==> config.mk <==
export PLATFORM = sky130hd
export DESIGN_NAME = rle_symbol_gen_flat
export DESIGN_NICKNAME = d
export VERILOG_FILES = /design/src/rtl/rle_symbol_gen_pkg.sv /design/src/rtl/rle_symbol_gen_if.sv /design/src/rtl/rle_symbol_gen_vli.sv /design/src/rtl/rle_symbol_gen.sv /design/src/flat_wrapper.sv
export SDC_FILE = /design/constraint.sdc
export NUM_CORES = 1
export LEC_CHECK = 0
export CAP_MARGIN = 5
export CORE_MARGIN = 2
export CORE_UTILIZATION = 60
export CTS_CLUSTER_DIAMETER = 30
export DETAILED_ROUTE_END_ITERATION = 10
export PLACE_DENSITY = 0.81
export SLEW_MARGIN = 15
export SYNTH_ARGS = -nofsm -noshare
export SYNTH_HDL_FRONTEND = slang
export SYNTH_SLANG_ARGS = --single-unit
==> constraint.sdc <==
create_clock -name clk -period 4.4 [get_ports clk]
set_clock_uncertainty 0.1 [all_clocks]
set_input_delay 0.88 -clock clk [delete_from_list [all_inputs] [get_ports clk]]
set_output_delay 0.88 -clock clk [all_outputs]
set_load 0.01 [all_outputs]
==> src/rtl/rle_symbol_gen_pkg.sv <==
// Shared types for the entropy-coding front end.
//   SYM_DATA_W : coefficient width the symbol record is sized for
//   SIZE_W     : width of the VLI size category field
//   state_t    : run-length FSM states
//   sym_t      : one output symbol {is_dc, is_eob, is_zrl, run, size, vli}
package entropy_pkg;

  localparam int SYM_DATA_W = 11;
  localparam int SIZE_W     = $clog2(SYM_DATA_W + 2);

  typedef enum logic [1:0] {
    S_DC    = 2'd0,
    S_AC    = 2'd1,
    S_FLUSH = 2'd2,
    S_EOB   = 2'd3
  } state_t;

  typedef struct packed {
    logic                  is_dc;
    logic                  is_eob;
    logic                  is_zrl;
    logic [3:0]            run;
    logic [SIZE_W-1:0]     size;
    logic [SYM_DATA_W-1:0] vli;
  } sym_t;

  function automatic sym_t pack_sym(input logic                  dc,
                                    input logic                  eob,
                                    input logic                  zrl,
                                    input logic [3:0]            run,
                                    input logic [SIZE_W-1:0]     size,
                                    input logic [SYM_DATA_W-1:0] vli);
    sym_t s;
    s.is_dc  = dc;
    s.is_eob = eob;
    s.is_zrl = zrl;
    s.run    = run;
    s.size   = size;
    s.vli    = vli;
    return s;
  endfunction

endpackage

==> src/rtl/rle_symbol_gen_if.sv <==
// Coefficient-in / symbol-out handshake bundle for rle_symbol_gen.
//   in_valid/in_ready/in_data/in_comp : coefficient stream (zigzag order)
//   out_valid/out_ready/out_sym       : symbol stream
//   master : upstream producer + downstream consumer side
//   slave  : the symbol generator itself
interface rle_symbol_gen_if #(
  parameter int DATA_WIDTH = 11,
  parameter int NUM_COMP   = 3
);
  import entropy_pkg::*;

  localparam int COMP_W = (NUM_COMP > 1) ? $clog2(NUM_COMP) : 1;

  logic                         in_valid;
  logic                         in_ready;
  logic signed [DATA_WIDTH-1:0] in_data;
  logic [COMP_W-1:0]            in_comp;
  logic                         out_valid;
  logic                         out_ready;
  sym_t                         out_sym;

  modport master (
    output in_valid, in_data, in_comp, out_ready,
    input  in_ready, out_valid, out_sym
  );

  modport slave (
    input  in_valid, in_data, in_comp, out_ready,
    output in_ready, out_valid, out_sym
  );

endinterface

==> src/rtl/rle_symbol_gen_vli.sv <==
// vli_sizer: combinational size-category / VLI encoder.
//   v    : signed operand (W bits)
//   size : bit length of |v|, 0 for v == 0
//   vli  : v for v > 0, (v-1) masked to its low size bits for v < 0,
//          upper bits zero; truncated to VW bits
module vli_sizer #(
  parameter int W  = 12,
  parameter int SW = $clog2(W + 1),
  parameter int VW = W
) (
  input  logic signed [W-1:0] v,
  output logic [SW-1:0]       size,
  output logic [VW-1:0]       vli
);

  logic [W-1:0] mag;
  logic [W-1:0] vm1;
  logic [W-1:0] mask;

  always_comb begin
    // Two's-complement negate of the most negative value still yields the
    // correct unsigned magnitude in W bits.
    mag  = v[W-1] ? -v : v;
    size = '0;
    for (int i = 0; i < W; i++) begin
      if (mag[i]) size = SW'(i + 1);
    end
    mask = '0;
    for (int i = 0; i < W; i++) begin
      if (i < int'(size)) mask[i] = 1'b1;
    end
    vm1 = v[W-1] ? (v - W'(1)) : v;
    vli = VW'(vm1 & mask);
  end

endmodule

==> src/rtl/rle_symbol_gen.sv <==
// rle_symbol_gen: turns a stream of 8x8 zigzag-ordered quantised coefficients
// into DC-difference, run/size/VLI, ZRL and EOB symbols.
//   clk, rst : clock, asynchronous active-high reset
//   dc_clr   : synchronous clear of every component's DC predictor
//   bus      : slave side of rle_symbol_gen_if (coefficients in, symbols out)
module rle_symbol_gen
  import entropy_pkg::*;
#(
  parameter int DATA_WIDTH = 11,
  parameter int NUM_COMP   = 3,
  parameter int BLOCK_LEN  = 64
) (
  input  logic             clk,
  input  logic             rst,
  input  logic             dc_clr,
  rle_symbol_gen_if.slave  bus
);

  localparam int COMP_W = (NUM_COMP > 1) ? $clog2(NUM_COMP) : 1;
  localparam int IDX_W  = $clog2(BLOCK_LEN);
  localparam int OP_W   = DATA_WIDTH + 1;

  state_t                       state;
  logic signed [DATA_WIDTH-1:0] pred [NUM_COMP];
  logic [3:0]                   run;
  logic [1:0]                   zrl_pend;
  logic [IDX_W-1:0]             index;
  sym_t                         pend_sym;
  logic                         pend_last;
  sym_t                         sym_p0;
  logic                         vld_p0;

  logic                         can_load;
  logic                         in_ready;
  logic                         accept;
  logic [COMP_W-1:0]            comp_sel;
  logic signed [DATA_WIDTH-1:0] pred_sel;
  logic signed [OP_W-1:0]       diff;
  logic signed [OP_W-1:0]       op;
  logic [SIZE_W-1:0]            op_size;
  logic [SYM_DATA_W-1:0]        op_vli;
  logic                         is_zero;
  logic                         is_last;
  sym_t                         coef_sym;

  always_comb begin
    can_load = !vld_p0 || bus.out_ready;
    in_ready = !rst && (state == S_DC || state == S_AC) && can_load;
    accept   = bus.in_valid && in_ready;
    // Out-of-range component IDs fall back to component 0.
    comp_sel = (int'(bus.in_comp) < NUM_COMP) ? bus.in_comp : '0;
    // A clear in the same cycle makes the incoming DC predict from zero.
    pred_sel = dc_clr ? '0 : pred[comp_sel];
    diff     = {bus.in_data[DATA_WIDTH-1], bus.in_data}
             - {pred_sel[DATA_WIDTH-1], pred_sel};
    op       = (state == S_DC) ? diff : {bus.in_data[DATA_WIDTH-1], bus.in_data};
    is_zero  = (bus.in_data == '0);
    is_last  = (index == IDX_W'(BLOCK_LEN - 1));
    coef_sym = pack_sym(state == S_DC, 1'b0, 1'b0,
                        (state == S_DC) ? 4'd0 : run, op_size, op_vli);
  end

  vli_sizer #(
    .W  (OP_W),
    .SW (SIZE_W),
    .VW (SYM_DATA_W)
  ) u_vli (
    .v    (op),
    .size (op_size),
    .vli  (op_vli)
  );

  // Stage p0: FSM and registered symbol output
  always_ff @(posedge clk or posedge rst) begin
    if (rst) begin
      state     <= S_DC;
      for (int i = 0; i < NUM_COMP; i++) pred[i] <= '0;
      run       <= '0;
      zrl_pend  <= '0;
      index     <= '0;
      pend_sym  <= '0;
      pend_last <= 1'b0;
      sym_p0    <= '0;
      vld_p0    <= 1'b0;
    end else begin
      if (vld_p0 && bus.out_ready) vld_p0 <= 1'b0;
      if (dc_clr) begin
        for (int i = 0; i < NUM_COMP; i++) pred[i] <= '0;
      end

      case (state)
        S_DC: begin
          if (accept) begin
            sym_p0   <= coef_sym;
            vld_p0   <= 1'b1;
            if (!dc_clr) pred[comp_sel] <= bus.in_data;
            index    <= IDX_W'(1);
            run      <= '0;
            zrl_pend <= '0;
            state    <= S_AC;
          end
        end

        S_AC: begin
          if (accept) begin
            index <= is_last ? '0 : index + 1'b1;
            if (is_zero) begin
              if (is_last) begin
                // Trailing zeros are covered by EOB; pending ZRLs are dropped.
                run      <= '0;
                zrl_pend <= '0;
                state    <= S_EOB;
              end else if (run == 4'd15) begin
                run      <= '0;
                zrl_pend <= zrl_pend + 2'd1;
              end else begin
                run <= run + 4'd1;
              end
            end else begin
              run <= '0;
              if (zrl_pend == 2'd0) begin
                sym_p0 <= coef_sym;
                vld_p0 <= 1'b1;
                state  <= is_last ? S_DC : S_AC;
              end else begin
                pend_sym  <= coef_sym;
                pend_last <= is_last;
                state     <= S_FLUSH;
              end
            end
          end
        end

        S_FLUSH: begin
          if (can_load) begin
            vld_p0 <= 1'b1;
            if (zrl_pend != 2'd0) begin
              sym_p0   <= pack_sym(1'b0, 1'b0, 1'b1, 4'd15, '0, '0);
              zrl_pend <= zrl_pend - 2'd1;
            end else begin
              sym_p0 <= pend_sym;
              state  <= pend_last ? S_DC : S_AC;
            end
          end
        end

        S_EOB: begin
          if (can_load) begin
            sym_p0 <= pack_sym(1'b0, 1'b1, 1'b0, 4'd0, '0, '0);
            vld_p0 <= 1'b1;
            state  <= S_DC;
          end
        end

        default: state <= S_DC;
      endcase
    end
  end

  assign bus.in_ready  = in_ready;
  assign bus.out_valid = vld_p0;
  assign bus.out_sym   = sym_p0;

endmodule

==> src/flat_wrapper.sv <==
// flat-port wrapper written by rule: the top's interface ports become plain ports
module rle_symbol_gen_flat import entropy_pkg::*;
#(
  parameter int DATA_WIDTH = 11,
  parameter int NUM_COMP   = 3,
  parameter int BLOCK_LEN  = 64
)
  (clk, rst, dc_clr, bus_in_valid, bus_in_data, bus_in_comp, bus_out_ready, bus_in_ready, bus_out_valid, bus_out_sym);
  rle_symbol_gen_if #(.DATA_WIDTH(DATA_WIDTH), .NUM_COMP(NUM_COMP)) bus_i ();
  input  logic clk;
  input  logic rst;
  input  logic dc_clr;
  input wire logic [$bits(bus_i.in_valid)-1:0] bus_in_valid;
  input wire logic [$bits(bus_i.in_data)-1:0] bus_in_data;
  input wire logic [$bits(bus_i.in_comp)-1:0] bus_in_comp;
  input wire logic [$bits(bus_i.out_ready)-1:0] bus_out_ready;
  output wire logic [$bits(bus_i.in_ready)-1:0] bus_in_ready;
  output wire logic [$bits(bus_i.out_valid)-1:0] bus_out_valid;
  output wire logic [$bits(bus_i.out_sym)-1:0] bus_out_sym;
  assign bus_i.in_valid = bus_in_valid;
  assign bus_i.in_data = bus_in_data;
  assign bus_i.in_comp = bus_in_comp;
  assign bus_i.out_ready = bus_out_ready;
  assign bus_in_ready = bus_i.in_ready;
  assign bus_out_valid = bus_i.out_valid;
  assign bus_out_sym = bus_i.out_sym;
  rle_symbol_gen #(.DATA_WIDTH(DATA_WIDTH), .NUM_COMP(NUM_COMP), .BLOCK_LEN(BLOCK_LEN)) u_core (.clk(clk), .rst(rst), .dc_clr(dc_clr), .bus(bus_i));
endmodule
# Word-level counts from Yosys, hierarchy flattened
# Index checks and enable logic that the tools add are counted.
[word_totals] reg_bits=91 out_inout_bits=24 wordCells=164 in_bits=18
[classes] muxes=83 n_eq_ne=16 order_cmp=14 reduce_logical=21 addsub=7 n_bitwise=4
[op_table] cell="22-bit two-way mux" n=7
[op_table] cell="33-bit two-way mux" n=4
[op_table] cell="22-bit case mux with 4 select lines" n=1
[op_table] cell="4-bit two-way mux" n=17
[op_table] cell="11-bit two-way mux" n=5
[op_table] cell="33-bit bitwise mux" n=1
[op_table] cell="2-bit two-way mux" n=16
[op_table] cell="12-bit two-way mux" n=2
[op_table] cell="11-bit binary-select mux with 2-bit select" n=1
[op_table] cell="11-bit demux with 2-bit select" n=1
[op_table] cell="1-bit two-way mux" n=20
[op_table] cell="6-bit two-way mux" n=3
[op_table] cell="3-bit by 4-bit less-than comparator with 1-bit output (first input constant)" n=4
[op_table] cell="4-bit less-than comparator (first input constant)" n=3
[op_table] cell="2-bit by 1-bit != test with 1-bit output (second input constant)" n=6
[op_table] cell="12-bit negator" n=1
[op_table] cell="6-bit case mux with 2 select lines" n=1
[op_table] cell="6-bit AND reduction" n=2
[op_table] cell="11-bit by 11-bit subtractor with 12-bit output" n=1
[op_table] cell="11-bit bitwise AND" n=1
[op_table] cell="11-bit logical NOT" n=1
[op_table] cell="11-bit by 2-bit subtractor with 11-bit output (second input constant)" n=1
[op_table] cell="1-bit by 4-bit less-than comparator with 1-bit output (first input constant)" n=2
[op_table] cell="2-bit by 4-bit less-than comparator with 1-bit output (first input constant)" n=2
[op_table] cell="30 further kinds" n=42

# Logic depth before layout (Yosys ltp)
# Gate-level depths: netlist (run 1).
[depth] depth_word=30 ltp_mapped=22 ltp_nobuf=20

# By module
# From an unflattened synthesis (run 1), not the netlist that was laid out.
[unflattened] cells_unflattened=704 area_unflattened_um2=5989.5
[modules_own_cells] module="rle_symbol_gen" area_each_um2=5126.2 cells_per_inst=561 instances=1 seq_area_each_um2=2277.2
[modules_own_cells] module="vli_sizer" area_each_um2=863.3 cells_per_inst=143 instances=1 seq_area_each_um2=0.0

# Worst setup path after synthesis (run 1)
# Ideal clock, no wire load.
[synth_path] path_type="input to register" start="input port bus_in_comp[1]" end="register u_core.pend_sym[4] (netlist bit)" setup_ns=0.137 required_time_ns=4.163 arrival_ns=4.734 path_buffers=1 slack_ns=-0.571 cell_stages=19 cell_sequence="inv_1 > ha_1 > buf_1 > mux2i_1 > nor2_1 > a21oi_1 > nor2_1 > ha_1 > inv_1 > fa_1 > a211o_4 > a2111oi_4 > o2111a_2 > nor3_2 > or4_4 > and3_4 > nand3b_4 > nor3_2 > o31ai_1"
[synth_via] elab_chain_len=26 word_cells_on_any_way=28 classes_between="add/sub: 3; order compare: 2; mux: 21; bitwise: 2"
[synth_rtl] element="from (decl)" line="flat_wrapper.sv:15" text="input wire logic [$bits(bus_i.in_comp)-1:0] bus_in_comp;"
[synth_rtl] element="2-bit less-than comparator" line="rle_symbol_gen.sv:51" text="comp_sel = (int'(bus.in_comp) < NUM_COMP) ? bus.in_comp : '0;"
[synth_rtl] element="2-bit two-way mux (*)" line="rle_symbol_gen.sv:51"
[synth_rtl] element="2-bit NOT with 3-bit output (implied by the code) (*)" line="rle_symbol_gen.sv:53" text="pred_sel = dc_clr ? '0 : pred[comp_sel];"
[synth_rtl] element="11-bit binary-select mux with 2-bit select (*)" line="rle_symbol_gen.sv:53"
[synth_rtl] element="11-bit two-way mux (implied by the code) (*) (2 in series)" line="rle_symbol_gen.sv:53"
[synth_rtl] element="11-bit two-way mux (*)" line="rle_symbol_gen.sv:53"
[synth_rtl] element="11-bit by 11-bit subtractor with 12-bit output (*)" line="rle_symbol_gen.sv:55" text="- {pred_sel[DATA_WIDTH-1], pred_sel};"
[synth_rtl] element="12-bit two-way mux (*)" line="rle_symbol_gen.sv:56" text="op = (state == S_DC) ? diff : {bus.in_data[DATA_WIDTH-1], bus.in_data};"
[synth_rtl] element="12-bit negator" line="rle_symbol_gen_vli.sv:23" text="mag = v[W-1] ? -v : v;"
[synth_rtl] element="12-bit two-way mux" line="rle_symbol_gen_vli.sv:23"
[synth_rtl] element="1-bit two-way mux" line="rle_symbol_gen_vli.sv:26" text="if (mag[i]) size = SW'(i + 1);"
[synth_rtl] element="4-bit two-way mux (11 in series)" line="rle_symbol_gen_vli.sv:26"
[synth_rtl] element="3-bit by 4-bit less-than comparator with 1-bit output" line="rle_symbol_gen_vli.sv:30" text="if (i < int'(size)) mask[i] = 1'b1;"
[synth_rtl] element="1-bit two-way mux" line="rle_symbol_gen_vli.sv:30"
[synth_rtl] element="11-bit bitwise AND (*)" line="rle_symbol_gen_vli.sv:33" text="vli = VW'(vm1 & mask);"
[synth_rtl] element="to (signal assigned)" line="rle_symbol_gen.sv:126" text="pend_sym <= coef_sym;"
[synth_rtl] element="to (decl)" line="rle_symbol_gen.sv:28" text="sym_t pend_sym;"
# Every way passes the cells marked *; elsewhere a longest branch is shown, timed or not. The select of a mux whose other input is x is not followed.
# A chain may end at the register's enable or synchronous reset.

# Worst setup path in the final report (run 1)
[layout_path] start="input port bus_in_comp[1]" end="register u_core.pend_sym[6] (netlist bit)"
# Same word-level chain as after synthesis.

==> flow_metrics.py, run 1 <==
metrics = {
    "setup_path": {
        "ff2ff_setup_slack_ns": 0.39,
        "crit_fanout": 4,
        "critPathCaptureType": "flip-flop",
        "path_cells": "buf_12 > inv_12 > ha_4 > buf_12 > buf_6 > mux2i_1 > o21ai_0 > nand2b_1 > ha_1 > buf_4 > nor2_1 > a2111oi_1 > a221oi_2 > buf_4 > mux2i_2 > o22ai_1 > o211ai_1 > nand3_4 > and2_4 > a21oi_2 > o41ai_2",
        "r2r-start": "u_core.pred[11]",
        "arrival_ns": 4.84,
        "slowest_stage": "a2111oi_1",
        "crit_required_ns": 4.57,
        "r2r.worst_path.cells": 23,
        "critPathLaunchType": "primary input",
        "crit_type": "primary input to flip-flop",
        "r2r_end": "u_core.bus.out_sym[4]",
        "max_stage_delay_ns": 0.56,
    },
    "timing": {
        "rsz0062_at_grt": "yes",
        "drv_slew": 0,
        "fin_crit_ns": 4.67,
        "min_period_over_period": 1.06,
        "setup_ws_ns": -0.267,
        "tns_ns": -2.75,
        "fmax_ghz": 0.214,
        "finalSetupViolations": 21,
        "finalHoldViolations": 0,
        "slew_headroom": 0.386,
        "fin_hold_ws_ns": 0.388,
        "tightest_slew_ns": 0.921,
    },
    "clock_tree": {
        "clock-sinks": 91,
        "clkTransAtPathRegs_ns": 0.09,
        "clk_latency_ns": 0.38,
        "cts_tree": "built",
        "clock_path_buffers": 2,
        "numCtsBuffers": 9,
        "hold_buffers": 0,
        "clock-root-buffer": "clkbuf_8",
        "htreeDepth": 3,
    },
    "placed_design": {
        "placed_cell_area_um2": 7820,
        "gp_congestion": 0.917,
        "place.port_buffers": 41,
        "dp_hpwl_um": 13500,
    },
    "layout": {
        "fill_cells": 553,
        "ff_latch_area_um2": 2280,
        "nets": 964,
        "n_antenna_cell": 0,
        "layout-drive-gt1-share": 0.306,
        "multi_input_area_um2": 4340,
        "synthToLayoutAreaGrowth_pct": 35.2,
        "post-route-util": 0.837,
        "fin_area_um2": 8680,
    },
    "floorplan": {
        "die_y_um": 107,
        "num_rows": 37,
        "die_area_um2": 11500,
        "die_w_um": 107,
        "ios": 42,
        "core_area_um2": 10400,
        "start_util": 0.619,
    },
    "yosys": {
        "synth.area.top_cells": "dfrtp_1 (35%), nand2_1 (8.7%), a21oi_1 (5.5%)",
        "ys_types": 88,
        "synth_edf_count": 0,
        "synth.most_common_cell": "nand2_1",
        "ys.flop_type": "dfrtp_1",
        "seq_area_frac_synth": 0.355,
        "yosys.area.top_type_share": 0.355,
        "synth.largest_area_cell": "dfrtp_1",
        "yosys_warnings": 0,
        "syn-mean-instance-area_um2": 8.38,
        "netlist_area_um2": 6420,
        "ys_seq_elements": 91,
        "synthesis.instances": 766,
        "syn_nets": 808,
        "synthArstFlopShare": 1.00,
        "synthTopCellsByCount": "nand2_1 (148), dfrtp_1 (91), a21oi_1 (70)",
    },
    "route": {
        "drt-vias-per-instance": 6.92,
        "first_pass_iters": 7,
        "via_count": 7351,
        "wl_met1_um": 8250,
        "top_layer": "met4",
        "wl_um": 23300,
        "dr_wl_met2_um": 11000,
        "route.met3.wl_um": 2310,
        "dr.first_iter.drc_count": 905,
        "wire_per_inst_um": 21.9,
        "drc": 0,
        "antenna_left": 0,
    },
    "grt": {
        "grt_max_degree": 73,
        "antenna_found_initial": 0,
        "first_global_vias": 6891,
        "grt_overflow": 0,
        "grt_pass1_wl_um": 32700,
        "grt_usage": 0.359,
    },
    "outcome": {
        "violations": "setup timing",
        "outcome": "finished, violations left",
    },
    "min_path": {
        "hold_path.class": "flip-flop to flip-flop",
        "holdPathEnd": "u_core.bus.out_sym[17]",
        "hold_path_depth": 2,
        "hold_path.startpoint": "u_core.bus.out_sym[17]",
    },
    "run": {
        "maxCapViolCount": 0,
    },
    "pwr": {
        "p_leak_nw": 3.68,
        "powerDensity_nw_per_um2": 568,
        "irDropWorstVdd_mv": 0.368,
    },
}
## what timing repair did
action                                  in CTS  in global routing
cloned                                       0                  0
pin swaps                                   31                 38
resized for setup                           52                 67
setup buffers                               20                  8
endpoints found under the setup margin      30                 30
## cell usage in the layout (no fill, tap or decap), types with 11 or more instances in the layout
cell type,Yosys,layout
a21oi_1,70,62
a21oi_2,5,12
and3_1,20,19
buf_4,3,140
buf_6,3,11
clkbuf_8,0,11
clkdlybuf4s50_1,0,38
dfrtp_1,91,91
ha_1,23,13
inv_1,19,15
nand2_1,148,148
nand2b_1,22,20
nand3_1,14,13
nor2_1,41,37
o21ai_0,49,35
o21ai_1,7,16
## sequential cells by signal, summed over array words and instances (netlist names)
signal and flops:
u_core.bus.out_sym 22, u_core.bus.out_valid 1, u_core.index 6, u_core.pend_last 1, u_core.pend_sym 20, u_core.pred 33
u_core.run 4, u_core.state 2, u_core.zrl_pend 2
## worst max-delay path, delay by kind of cell
family,cells,cell delay [ns]
compound gates,7,1.86
fa+ha+maj,2,0.56
simple gates,4,0.51
buf+inv,6,0.73
mux,2,0.27
## worst max path at each step
stage / start / to / slack (ns) / cells after the start
6_report: bus_in_comp[1] / u_core.pend_sym[6] / -0.27 / 21
5_1_grt: bus_in_comp[1] / u_core.pend_sym[6] / -0.37 / 21
4_1_cts: bus_in_comp[1] / u_core.bus.out_sym[5] / -0.12 / 20
3_5_place_dp: bus_in_comp[1] / u_core.bus.out_sym[5] / -1.09 / 20
3_3_place_gp: bus_in_comp[1] / u_core.bus.out_sym[2] / -0.93 / 18
2_1_floorplan: bus_in_comp[1] / u_core.pend_sym[0] / -0.15 / 19
## report_power, final
| group | switching [mW] | leakage, nW | internal (mW) | total [mW] |
|---|---|---|---|---|
| clock | 0.319 | 0.0900 | 0.239 | 0.558 |
| sequential | 0.140 | 1.21 | 1.03 | 1.17 |
| combinational | 1.85 | 2.38 | 1.36 | 3.21 |
| total | 2.31 | 3.68 | 2.63 | 4.94 |
## cell families after synthesis
family	Yosys count	share of synthesized area
AOI/OAI and AO/OA	240	0.263
xor gates and xnor gates	14	0.0191
adders and majority gates	24	0.0479
buffers and inverters	67	0.0462
DFF	91	0.355
muxes	17	0.0271
and+or+nand+nor	313	0.242
## metrics by stage
| stage | cells | setup WS (ns) | power [mW] |
|---|---|---|---|
| 5_1_grt | 1063 | -0.375 | 5.09 |
| 6_report | 1063 | -0.267 | 4.94 |
| 3_3_place_gp | 1020 | -0.927 | 3.56 |
| 3_5_place_dp | 1020 | -1.09 | 3.69 |
| 2_1_floorplan | 766 | -0.149 | 2.72 |
| 4_1_cts | 1056 | -0.115 | 4.43 |
## layer usage
layer / GRT usage / up-vias
met3: 0.0545 / 215
met5: 0 / -
li1: - / 3056
met2: 0.614 / 660
met4: 0.205 / 0
met1: 0.430 / 3420
## layout make-up
class | count | share of cell area
timing repair buffer | 193 | 0.187
inverter | 19 | 0.0101
tap | 136 | 0.0196
clock inverter | 3 | 0.00245
multi-input combinational | 608 | 0.500
sequential | 91 | 0.262
clock buffer | 13 | 0.0183
Note: power is estimated with default switching activity, not from simulation.
==> inputs of run 2 (changes only) <==
--- a/config.mk
+++ b/config.mk
@@ -10,6 +10,7 @@
 export CORE_UTILIZATION = 60
 export CTS_CLUSTER_DIAMETER = 30
 export DETAILED_ROUTE_END_ITERATION = 10
+export HOLD_SLACK_MARGIN = 0.08
 export PLACE_DENSITY = 0.81
 export SLEW_MARGIN = 15
 export SYNTH_ARGS = -nofsm -noshare
==> results of run 2 <==
The final DEF is identical to that of run 1; final timing and power are the same.
==> inputs of run 3 (changes only) <==
--- a/config.mk
+++ b/config.mk
@@ -5,6 +5,8 @@
 export SDC_FILE = /design/constraint.sdc
 export NUM_CORES = 1
 export LEC_CHECK = 0
+export ABC_AREA = 1
+export ABC_CLOCK_PERIOD_IN_PS = 4400
 export CAP_MARGIN = 5
 export CORE_MARGIN = 2
 export CORE_UTILIZATION = 60
==> run 3 against run 2 <==
Clock-buffer cell count down 3. Non-clock buffer count down 68. Setup slack better by 0.40 ns. The flow now finishes without violations. Via count down 21%. Highest routed layer unchanged.
==> flow_metrics.py, run 3 <==
metrics = {
    "route": {
        "dr.first_iter.drc_count": 344,
        "wl_um": 15800,
        "via_count": 5807,
        "drt-vias-per-instance": 5.69,
        "drc": 0,
        "antenna_left": 0,
        "wire_per_inst_um": 15.4,
        "first_pass_iters": 6,
    },
    "timing": {
        "min_period_over_period": 0.970,
        "fin_crit_ns": 4.27,
        "tightest_slew_ns": 1.13,
        "slew_headroom": 0.242,
        "tns_ns": 0,
        "drv_slew": 0,
        "finalSetupViolations": 0,
        "fin_hold_ws_ns": 0.393,
        "setup_ws_ns": 0.131,
        "finalHoldViolations": 0,
        "fmax_ghz": 0.234,
    },
    "setup_path": {
        "r2r_end": "u_core.bus.out_sym[10]",
        "endpoint": "u_core.bus.out_sym[10]",
        "critPathCaptureType": "flip-flop",
        "max_stage_delay_ns": 0.41,
        "critPathLaunch": "bus_in_comp[0]",
        "critPathLaunchType": "primary input",
        "crit_required_ns": 4.59,
        "crit_type": "primary input to flip-flop",
        "cp_common_cell": "nand2_1",
        "r2r.worst_path.cells": 25,
        "arrival_ns": 4.46,
        "crit_fanout": 8,
        "ff2ff_setup_slack_ns": 0.66,
        "r2r-start": "u_core.pred[22]",
        "slowest_stage": "fa_2",
    },
    "grt": {
        "antenna_found_initial": 0,
        "grt_overflow": 0,
        "grt_max_degree": 38,
        "grt_pass1_wl_um": 25700,
        "grt_usage": 0.314,
        "first_global_vias": 5605,
    },
    "yosys": {
        "synthAdderAreaFrac": 0.0534,
        "netlist_area_um2": 5760,
        "ys_types": 47,
        "synth.area.top_cells": "dfrtp_1 (40%), nand2_1 (12%), a21oi_1 (7.0%)",
        "ys.flop_type": "dfrtp_1",
        "synthTopCellsByCount": "nand2_1 (180), dfrtp_1 (91), a21oi_1 (81)",
        "synth-xor-area-share": 0.0226,
        "ys_seq_elements": 91,
        "synth_edf_count": 0,
        "yosys_warnings": 0,
        "synthesis.instances": 781,
        "synthSimpleGateAreaFrac": 0.258,
        "seq_area_frac_synth": 0.395,
        "synthArstFlopShare": 1.00,
        "synth.most_common_cell": "nand2_1",
        "yosys.area.top_type_share": 0.395,
        "synthMuxAreaShare": 0.00195,
        "syn-mean-instance-area_um2": 7.38,
        "syn_nets": 823,
        "synth_top_family_by_area": "simple AND/OR/NAND/NOR gates",
        "synth.largest_area_cell": "dfrtp_1",
        "synth_compound_area_frac": 0.188,
    },
    "layout": {
        "largest_reg_flops": 33,
        "largest_register": "u_core.pred",
        "fill_cells": 692,
        "synthToLayoutAreaGrowth_pct": 25.8,
        "n_antenna_cell": 0,
        "layout.cells.most_common": "nand2_1",
        "nets": 929,
        "multi_input_area_um2": 3230,
        "ff_latch_area_um2": 2280,
        "post-route-util": 0.781,
        "final_cell_mix": "nand2_1 (174), dfrtp_1 (91), buf_4 (82), a21oi_1 (75), o21ai_0 (73)",
        "fin_area_um2": 7250,
        "layout-drive-gt1-share": 0.212,
    },
    "placed_design": {
        "placed_cell_area_um2": 6840,
        "preCtsSetupSlack_ns": -0.686,
        "gp_congestion": 0.997,
        "dp_hpwl_um": 11600,
        "place.port_buffers": 41,
    },
    "floorplan": {
        "die_y_um": 102,
        "num_rows": 35,
        "die_w_um": 102,
        "core_area_um2": 9280,
        "die_area_um2": 10400,
        "start_util": 0.621,
        "ios": 42,
    },
    "clock_tree": {
        "clkTransAtPathRegs_ns": 0.10,
        "cts_tree": "built",
        "numCtsBuffers": 9,
        "clock-sinks": 91,
        "clock_path_buffers": 2,
        "clock-root-buffer": "clkbuf_8",
        "htreeDepth": 3,
        "hold_buffers": 0,
        "clk_latency_ns": 0.37,
    },
    "pwr": {
        "irDropWorstVdd_mv": 0.349,
        "p_leak_nw": 3.53,
        "powerDensity_nw_per_um2": 654,
    },
    "min_path": {
        "hold_path.class": "flip-flop to flip-flop",
    },
    "outcome": {
        "outcome": "completed",
    },
    "run": {
        "maxCapViolCount": 0,
    },
}
## run 3: changes by cell type after synthesis, moves of 10 or more
cell	previous run	this run
a21oi_1	70	81
nor3_1	13	3
nand2b_1	22	0
and3_1	20	0
nand3_1	14	47
nand2_1	148	180
nor2_1	41	61
mux2i_1	14	0
nand2_2	0	10
o21ai_0	49	78
inv_1	19	79
## run 3: worst min path at each step
| stage | slack (ns) | start | to | depth (start not counted) |
|---|---|---|---|---|
| after floorplan | 0.35 | u_core.pend_sym[9] | u_core.pend_sym[9] | 2 |
| after global placement | 0.36 | u_core.pend_sym[14] | u_core.pend_sym[14] | 2 |
| after detailed placement | 0.37 | u_core.pend_sym[4] | u_core.pend_sym[4] | 2 |
| after CTS | 0.39 | u_core.pend_sym[4] | u_core.pend_sym[4] | 2 |
| after global routing | 0.41 | u_core.pend_sym[4] | u_core.pend_sym[4] | 2 |
| final | 0.39 | u_core.pend_sym[4] | u_core.pend_sym[4] | 2 |
## run 3: where the power goes
| part | internal, mW | switching (mW) |
|---|---|---|
| clock | 0.233 | 0.342 |
| sequential | 1.07 | 0.130 |
| combinational | 1.22 | 1.74 |
| total | 2.52 | 2.21 |
## run 3: critical path, delay by kind of cell
family,cells,cell delay [ns]
simple gates,12,1.17
fa+ha+maj,3,0.82
compound gates,5,0.75
buf+inv,7,0.65
xor+xnor,1,0.18
## run 3: layout make-up
cell class | instances | share of cell area
clock buffers | 10 | 0.0190
clock inverters | 6 | 0.00794
inverters | 89 | 0.0470
multi-input cells | 571 | 0.445
flip-flops and latches | 91 | 0.314
well taps | 129 | 0.0223
repair buffers | 125 | 0.144
## run 3: per-stage QoR
| stage | std cells | power, mW |
|---|---|---|
| 6_report | 1021 | 4.74 |
| 5_1_grt | 1021 | 5.12 |
| 4_1_cts | 1018 | 4.52 |
| 3_5_place_dp | 1002 | 3.92 |
| 3_3_place_gp | 1002 | 3.85 |
| 2_1_floorplan | 781 | 2.93 |
## run 3: cells by family (layout without fill, tap and decap cells)
group / count (synthesis) / after routing
mux: 1 / 1
flops: 91 / 91
buf+inv: 119 / 230
compound gates: 199 / 199
simple gates: 333 / 333
xor+xnor: 14 / 14
fa+ha+maj: 24 / 24
## run 3: repair_timing
| item | CTS | global route |
|---|---|---|
| resized for setup | 18 | 47 |
| hold endpoints to repair | 0 | 0 |
| setup endpoints to repair | 29 | 30 |
| buffers inserted | 0 | 3 |
| pin swaps | 5 | 21 |
## run 3: layer usage
metal,vias to the layer above,global-route usage,wire length [um]
li1,2784,-,-
met1,2749,0.422,6740
met2,237,0.504,7540
met3,37,0.0718,1190
met4,0,0.108,284
met5,-,0,0
